[config.mk]
export PLATFORM = sky130hd
export DESIGN_NAME = aes_add_round_key_pipe
export DESIGN_NICKNAME = d
export VERILOG_FILES = /design/src/rtl/aes_add_round_key_pipe.sv
export SDC_FILE = /design/constraint.sdc
export NUM_CORES = 2
export LEC_CHECK = 0
export ABC_AREA = 1
export CAP_MARGIN = 25
export CORE_UTILIZATION = 60
export DETAILED_ROUTE_END_ITERATION = 12
export PLACE_DENSITY = 0.79
export RECOVER_POWER = 50
export SETUP_SLACK_MARGIN = 0.05
export SKIP_LAST_GASP = 1
export SYNTH_ARGS = -nofsm -noshare
export SYNTH_HDL_FRONTEND = slang
export SYNTH_SLANG_ARGS = --single-unit
[constraint.sdc]
create_clock -name clk -period 11.4 [get_ports clk]
set_clock_uncertainty 0.05 [all_clocks]
set_input_delay 3.42 -clock clk [delete_from_list [all_inputs] [get_ports clk]]
set_output_delay 3.42 -clock clk [all_outputs]
set_load 0.01 [all_outputs]
[src/rtl/aes_add_round_key_pipe.sv]
// aes_add_round_key_pipe: registered AddRoundKey stage with an internal round-key store.
// Each accepted word is XORed with the key selected by its round index. It passes through
// unchanged, with out_err set, when the slot is out of range or not loaded.
// Latency: one edge from acceptance to out_valid when the buffer is empty.
// Backpressure: a 2-entry buffer; in_ready is registered as (count < 2) and gated low during rst.
// Ports:
//   clk, rst                               clock and synchronous active-high reset
//   key_wr_en/key_wr_idx/key_wr_data       round-key slot write
//   key_clear                              clear all loaded flags
//   in_valid/in_ready/in_data/in_round/in_bypass   input word handshake
//   out_valid/out_ready/out_data/out_err   output word handshake
module aes_add_round_key_pipe #(
  parameter int DATA_W   = 128,
  parameter int NUM_KEYS = 15,
  parameter int IDX_W    = 4
) (
  input  logic              clk,
  input  logic              rst,
  input  logic              key_wr_en,
  input  logic [IDX_W-1:0]  key_wr_idx,
  input  logic [DATA_W-1:0] key_wr_data,
  input  logic              key_clear,
  input  logic              in_valid,
  output logic              in_ready,
  input  logic [DATA_W-1:0] in_data,
  input  logic [IDX_W-1:0]  in_round,
  input  logic              in_bypass,
  output logic              out_valid,
  input  logic              out_ready,
  output logic [DATA_W-1:0] out_data,
  output logic              out_err
);

  // Round-key storage and loaded flags.
  logic [DATA_W-1:0]   keys [NUM_KEYS];
  logic [NUM_KEYS-1:0] loaded;

  // Two-entry output buffer, circular. head points at the oldest word.
  logic [DATA_W-1:0] buf_data [2];
  logic [1:0]        buf_err;
  logic              head;
  logic [1:0]        count;
  logic [1:0]        count_nxt;
  logic              ready_q;

  logic              accept;
  logic              retire;
  logic              wr_ptr;
  logic [DATA_W-1:0] key_sel;
  logic              key_hit;
  logic              word_err;
  logic [DATA_W-1:0] word_data;

  // ready_q comes out of reset high. Gating it with rst keeps in_ready low while rst
  // is held, and lets in_ready rise in the first cycle after rst falls.
  assign in_ready  = ready_q & ~rst;
  assign out_valid = (count != 2'd0);
  assign accept    = in_valid & in_ready;
  assign retire    = out_valid & out_ready;

  // An accept only happens when count < 2. The tail slot is therefore head + count mod 2.
  assign wr_ptr = head ^ count[0];

  // Key lookup. An index at or beyond NUM_KEYS matches no slot, so it reads as not loaded.
  // Reads see the pre-edge contents, so a same-cycle key write does not affect this word.
  always_comb begin
    key_sel = '0;
    key_hit = 1'b0;
    for (int k = 0; k < NUM_KEYS; k++) begin
      if (in_round == IDX_W'(k)) begin
        key_sel = keys[k];
        key_hit = loaded[k];
      end
    end
  end

  // The XOR is bitwise, so each byte lane is independent and no carries are involved.
  assign word_err  = ~in_bypass & ~key_hit;
  assign word_data = (in_bypass | word_err) ? in_data : (in_data ^ key_sel);

  always_comb begin
    count_nxt = count;
    unique case ({accept, retire})
      2'b10:   count_nxt = count + 2'd1;
      2'b01:   count_nxt = count - 2'd1;
      default: count_nxt = count;
    endcase
  end

  always_ff @(posedge clk) begin
    if (rst) begin
      count   <= 2'd0;
      head    <= 1'b0;
      ready_q <= 1'b1;
    end else begin
      count   <= count_nxt;
      ready_q <= (count_nxt != 2'd2);
      if (retire) head <= ~head;
    end
  end

  // Buffer payload needs no reset. It is only observed while count says it is valid.
  always_ff @(posedge clk) begin
    if (accept) begin
      buf_data[wr_ptr] <= word_data;
      buf_err[wr_ptr]  <= word_err;
    end
  end

  // Key contents survive reset. Only the loaded flags are cleared.
  always_ff @(posedge clk) begin
    for (int k = 0; k < NUM_KEYS; k++) begin
      if (key_wr_en && (key_wr_idx == IDX_W'(k))) keys[k] <= key_wr_data;
    end
  end

  // If key_clear and a write land together, the written slot stays loaded.
  always_ff @(posedge clk) begin
    if (rst) begin
      loaded <= '0;
    end else begin
      for (int k = 0; k < NUM_KEYS; k++) begin
        loaded[k] <= (loaded[k] & ~key_clear) | (key_wr_en && (key_wr_idx == IDX_W'(k)));
      end
    end
  end

  assign out_data = out_valid ? buf_data[head] : '0;
  assign out_err  = out_valid & buf_err[head];

endmodule

Yosys cells after proc, flatten, opt, wreduce, memory -nomap -nowiden
Memories as Yosys holds them, arrays and structs flattened. A register that Yosys moved wholly into a read port is not among the register bits.
Index checks and enable logic that the tools add are counted.
{"block": "word_totals", "mem_bits_rw": 2176, "input_bits": 271, "elab_cells": 233, "mem_count": 2, "ff_bits": 21, "output_inout_bits": 131}
{"block": "classes", "n_addsub": 2, "bitwise_logic": 43, "reduce_logical": 33, "magnitude_cmp": 3, "n_mux": 114, "eq_ne": 31}
{"memory": "keys", "depth": 15, "word_bits": 128, "read_ports": 15, "rd_clocked_by_memory_dff": 0, "wr": 1, "line_no": "35", "text": "logic [DATA_W-1:0] keys [NUM_KEYS];"}
{"memory": "buf_data", "depth": 2, "word_bits": 128, "read_ports": 1, "rd_clocked_by_memory_dff": 1, "wr": 1, "line_no": "39", "text": "logic [DATA_W-1:0] buf_data [2];"}
{"operator": "$mux W128", "n": 31}
{"operator": "$reduce_or A128 Y1", "n": 14}
{"operator": "$xor A128 B128 Y128", "n": 1}
{"operator": "$mux W1", "n": 66}
{"operator": "$eq A4 B4 Y1 const B", "n": 14}
{"operator": "$mux W4", "n": 14}
{"operator": "$eq A4 B3 Y1 const B", "n": 8}
{"operator": "$and A1 B1 Y1", "n": 20}
{"operator": "$eq A4 B2 Y1 const B", "n": 4}
{"operator": "$logic_and A1 B1 Y1", "n": 16}
{"operator": "$or A1 B1 Y1", "n": 16}
{"operator": "$eq A4 B1 Y1 const B", "n": 2}
{"operator": "$logic_not A4 Y1", "n": 2}
{"operator": "$not A1 Y1", "n": 5}
{"operator": "$lt A1 B2 Y1 const B", "n": 2}
{"operator": "$pmux W2 S2", "n": 1}
{"operator": "$add A2 B1 Y2 const B", "n": 1}
{"operator": "$bwmux W2", "n": 1}
{"operator": "$eq A2 B1 Y1 const B", "n": 1}
{"operator": "$eq A2 B2 Y1 const B", "n": 1}
{"operator": "$ne A2 B2 Y1 const B", "n": 1}
{"operator": "$reduce_bool A2 Y1", "n": 1}
{"operator": "$sub A2 B1 Y2 const B", "n": 1}
{"operator": "$demux W1 S1", "n": 1}
{"operator": "other kinds (2)", "n": 2}

Longest topological paths before layout
{"block": "depth", "ltp_word": 20, "ltp_mapped": 20, "depth_no_buf": 18}

Least setup slack after synthesis
OpenSTA, ideal clock, no wires.
{"block": "synth_timing", "path_type": "input to register", "from": "input port rst", "to": "memory buf_data[0][0] (enable)", "path_slack_ns": 1.390, "stages": 4, "arrival_time_ns": 9.340, "setup_ns": 0.620, "t_required_ns": 10.730, "n_path_buf": 1, "cell_sequence": "clkbuf_1 -> nor2_1 -> nand2_1 -> nor2_1"}
{"block": "synth_between", "elab_chain_len": 5}
{"item": "start, declared", "line_no": "18", "text": "input logic rst,"}
{"item": "$not A1 Y1", "line_no": "56", "text": "assign in_ready = ready_q & ~rst;"}
{"item": "$and A1 B1 Y1", "line_no": "56"}
{"item": "named net in_ready", "line_no": "24", "text": "output logic in_ready,"}
{"item": "$and A1 B1 Y1", "line_no": "58", "text": "assign accept = in_valid & in_ready;"}
{"item": "$mux W1", "line_no": "104", "text": "if (accept) begin"}
{"item": "$mux W1 (implied by the code)", "line_no": "105", "text": "buf_data[wr_ptr] <= word_data;"}
{"item": "end, declared", "line_no": "39"}
The timed path passes the listed nets, and every way through them passes these cells.

Final worst setup path
{"block": "layout_timing", "from": "input port rst", "to": "output port in_ready"}
{"block": "layout_between", "elab_chain_len": 2}
{"item": "$not A1 Y1", "line_no": "56"}
{"item": "$and A1 B1 Y1", "line_no": "56"}
{"item": "end, declared", "line_no": "24"}
No other way between the ends.

==> summary.txt <==
Route
  • Avg WL per Cell: between 20 and 25 um
  • Routed Antenna Nets: 0
  • Total routed wirelength: 231 mm
  • Drt pass-1 iters: 8
  • Iter 0 DRT Violations: 6,590
  • Via count: 58,740
  • Vias/cell: approximately 5.9
  • DRC viols: 0

Critical path
  • Worst path cell trace: dlygate4sd3_1 > nor2_1 > clkdlybuf4s50_1
  • Crit path kind: in -> out
  • Critical Path Sink Type: primary output
  • Reg-to-reg slack, setup: between 7000 and 8000 ps
  • Slowest Stage Delay on Critical Path: 960 ps
  • Crit path DAT: between 5000 and 6000 ps
  • Crit path max fanout: 18
  • CP Launch Type: input port
  • Req. time, crit path: between 7000 and 8000 ps
  • CP max stage cell: dlygate4sd3_1

Worst hold path
  • HP Class: reg -> reg

Clocking
  • CTS Buffer Depth: 3
  • Hold buffers post-CTS: 0
  • Clock latency on the worst-skew pair: about 850 ps
  • CTS Sinks: 2,198
  • Setup Buffers After CTS: 0
  • # resized after CTS: 0
  • TritonCTS clock tree: yes
  • Worst-path clk slew: 60 ps
  • Num CTS Buffers: 206
  • Root Buffer: clkbuf_16
  • H-tree depth: 4

Floorplanning
  • Die Width: a little under 400 um
  • Row cnt: 140
  • Initial core utilization: 0.607
  • Die Span Y: 387 um
  • Die ar.: 150,000 sq um
  • Std-Cell Core Area: ~150,000 sq um
  • I/O pin cnt: approximately 400

Power
  • Maximum VDD drop: 0.150 mV
  • Switching Fraction: 0.243
  • Comb pwr share: 0.111
  • Pwr Density: roughly 170 nW/um^2
  • Total Power: 17.7 mW
  • Power share of the clock group: 0.364
  • Switching pwr: approximately 4.3 mW
  • Int Power: ~13 mW
  • LEAKAGE: approximately 37 nW
  • Sequential power share: 0.525

STA
  • Minimum clock period: 8510 ps
  • Slew Limit Fails: approximately 330
  • Setup_tns: 0 ps
  • RSZ-0062 raised after global routing: false
  • Slew @ Worst Pin: roughly 4000 ps
  • Slew headroom: -1.69
  • Finish-stage setup viols: 0
  • Hold violation total from the final report: 0
  • Max Freq: between 0.1 and 0.15 GHz
  • Final period util: 0.747

Global route
  • Initial antenna violation count: 40
  • First-pass GRT wire length: 345 mm
  • Grt ovf: 0
  • Overall Global Routing Usage: 0.308
  • Largest net degree at the start of global routing: 189
  • Vias in the first global route: 58,316

Final layout
  • Multi-input gate area: 20,100 sq um
  • Reg area: 65,800 sq um
  • Fraction of layout cells with a size suffix above 1: 0.0912
  • Layout Area Growth over Synthesis: 14.0%
  • Post-route cell area: 101,000 sq um
  • Nets@finish: 8,158
  • Post-Layout Cell Count: approximately 10,000
  • Final Util: 0.692
  • Filler Cells Inserted: about 9,400

Place
  • RePlAce Congestion: 0.816
  • Placed cell area: 94,900 sq um
  • Port bufs: 401
  • DP Cell Count: 9,589
  • DP HPWL: 126 mm

Logic synthesis
  • Synth warn: 0
  • Synth area leaders: edfxtp_1 74%, nand2_1 12%, nand4_1 2.4%, or2_2 2.3%, nand3_1 2.2%
  • Area leader, netlist: edfxtp_1
  • Mean post-synth cell area: roughly 12 sq um
  • Asr flop ratio synth: 0
  • Main flop type after synthesis: edfxtp_1
  • Share of the synthesized area in the top cell type: 0.736
  • Post-synthesis sequential area ratio: 0.741
  • Post-synth cell types: 29
  • Seq cells post-synth: 2,198
  • Cell count after synthesis: 7,525
  • EDFF count, synth: 2,178
  • Synth Net Count: ~7,800
  • Post-Syn Area: 88,800 sq um

Status
  • Violated checks: capacitance limit, slew limit
  • Status: finished with violations

Run
  • Max-Cap Viols: 9
==> kinds of logic (layout without fill, tap and decap cells) <==
kind of cell	Yosys count	after routing	synth area share
AOI/OAI and AO/OA	192	192	0.0110
xor gates and xnor gates	2	2	0.000197
adders and majority gates	1	1	0.000141
buffers and inverters	799	1331	0.0347
DFF	2198	2198	0.741
other	0	19	0
and+or+nand+nor	4333	4333	0.213
==> synthesized netlist by cell type, types with 5 or more instances <==
cell / count
dfxtp_1: 20
nand3b_1: 92
or2_2: 332
edfxtp_1: 2178
inv_1: 458
nand3_1: 383
a21oi_1: 185
nand2_1: 2796
or2_0: 31
nor2_1: 323
clkbuf_1: 222
or2_1: 27
nand4_1: 338
buf_1: 52
o21bai_1: 5
buf_2: 60
==> per-layer routing <==
| metal | global-route usage | wire length (um) |
|---|---|---|
| met2 | 0.507 | 112000 |
| met3 | 0.0655 | 26600 |
| met1 | 0.401 | 84400 |
| met5 | 0 | 153 |
| met4 | 0.124 | 8100 |
==> sequential cells by signal, summed over array words and instances (netlist names), named ones only <==
| name | flops |
|---|---|
| keys | 1920 |
| loaded | 15 |
| count | 2 |
| buf_data | 256 |
| buf_err | 2 |
| head | 1 |
| ready_q | 1 |
==> layout make-up <==
cell class,instances,area share
clock inverters,123,0.00864
well taps,1917,0.0237
inverters,463,0.0174
diodes,19,0.000470
flip-flops and latches,2198,0.650
multi-input cells,4528,0.199
repair buffers,489,0.0476
clock buffers,256,0.0532
==> worst max-delay path, delay by kind of cell <==
kind | cells | cell delay, ps
buffers and inverters | 2 | 1470
and+or+nand+nor | 1 | 140
==> per-stage QoR <==
stage                     setup slack (ps)  hold slack, ps
after floorplan                       1390             389
after global placement                2960             415
after detailed placement              2800             425
after CTS                             2930             447
after global routing                  2860             469
final                                 2890             453
==> power groups by stage <==
stage | clock network [mW] | registers [mW] | logic (mW)
after floorplan | 0 | 9.47 | 0.897
after global placement | 0 | 9.44 | 1.89
after detailed placement | 0 | 9.45 | 1.93
after CTS | 6.47 | 9.28 | 1.94
after global routing | 6.78 | 9.30 | 2.10
final | 6.45 | 9.28 | 1.96
==> cell usage in the layout, fill, tap and decap left out, drive strengths merged, types with 5 or more instances in the layout <==
| cell | instances |
|---|---|
| nand3b | 92 |
| nand2 | 2797 |
| clkbuf | 264 |
| nand3 | 384 |
| clkinvlp | 8 |
| a21oi | 185 |
| dlygate4sd3 | 130 |
| bufinv | 8 |
| o21bai | 5 |
| nand4 | 338 |
| dfxtp | 20 |
| clkinv | 95 |
| buf | 80 |
| diode | 19 |
| inv | 475 |
| clkdlybuf4s50 | 271 |
| edfxtp | 2178 |
| nor2 | 327 |
| or2 | 390 |
==> worst paths after layout <==
path,end,depth (start not counted),start
worst max register to register,buf_data[0][22],12,loaded[2]
worst min-delay path,loaded[1],2,loaded[1]
worst min register to register,loaded[1],2,loaded[1]
worst max-delay path,in_ready,3,rst
(Power assumes the default switching activity.)
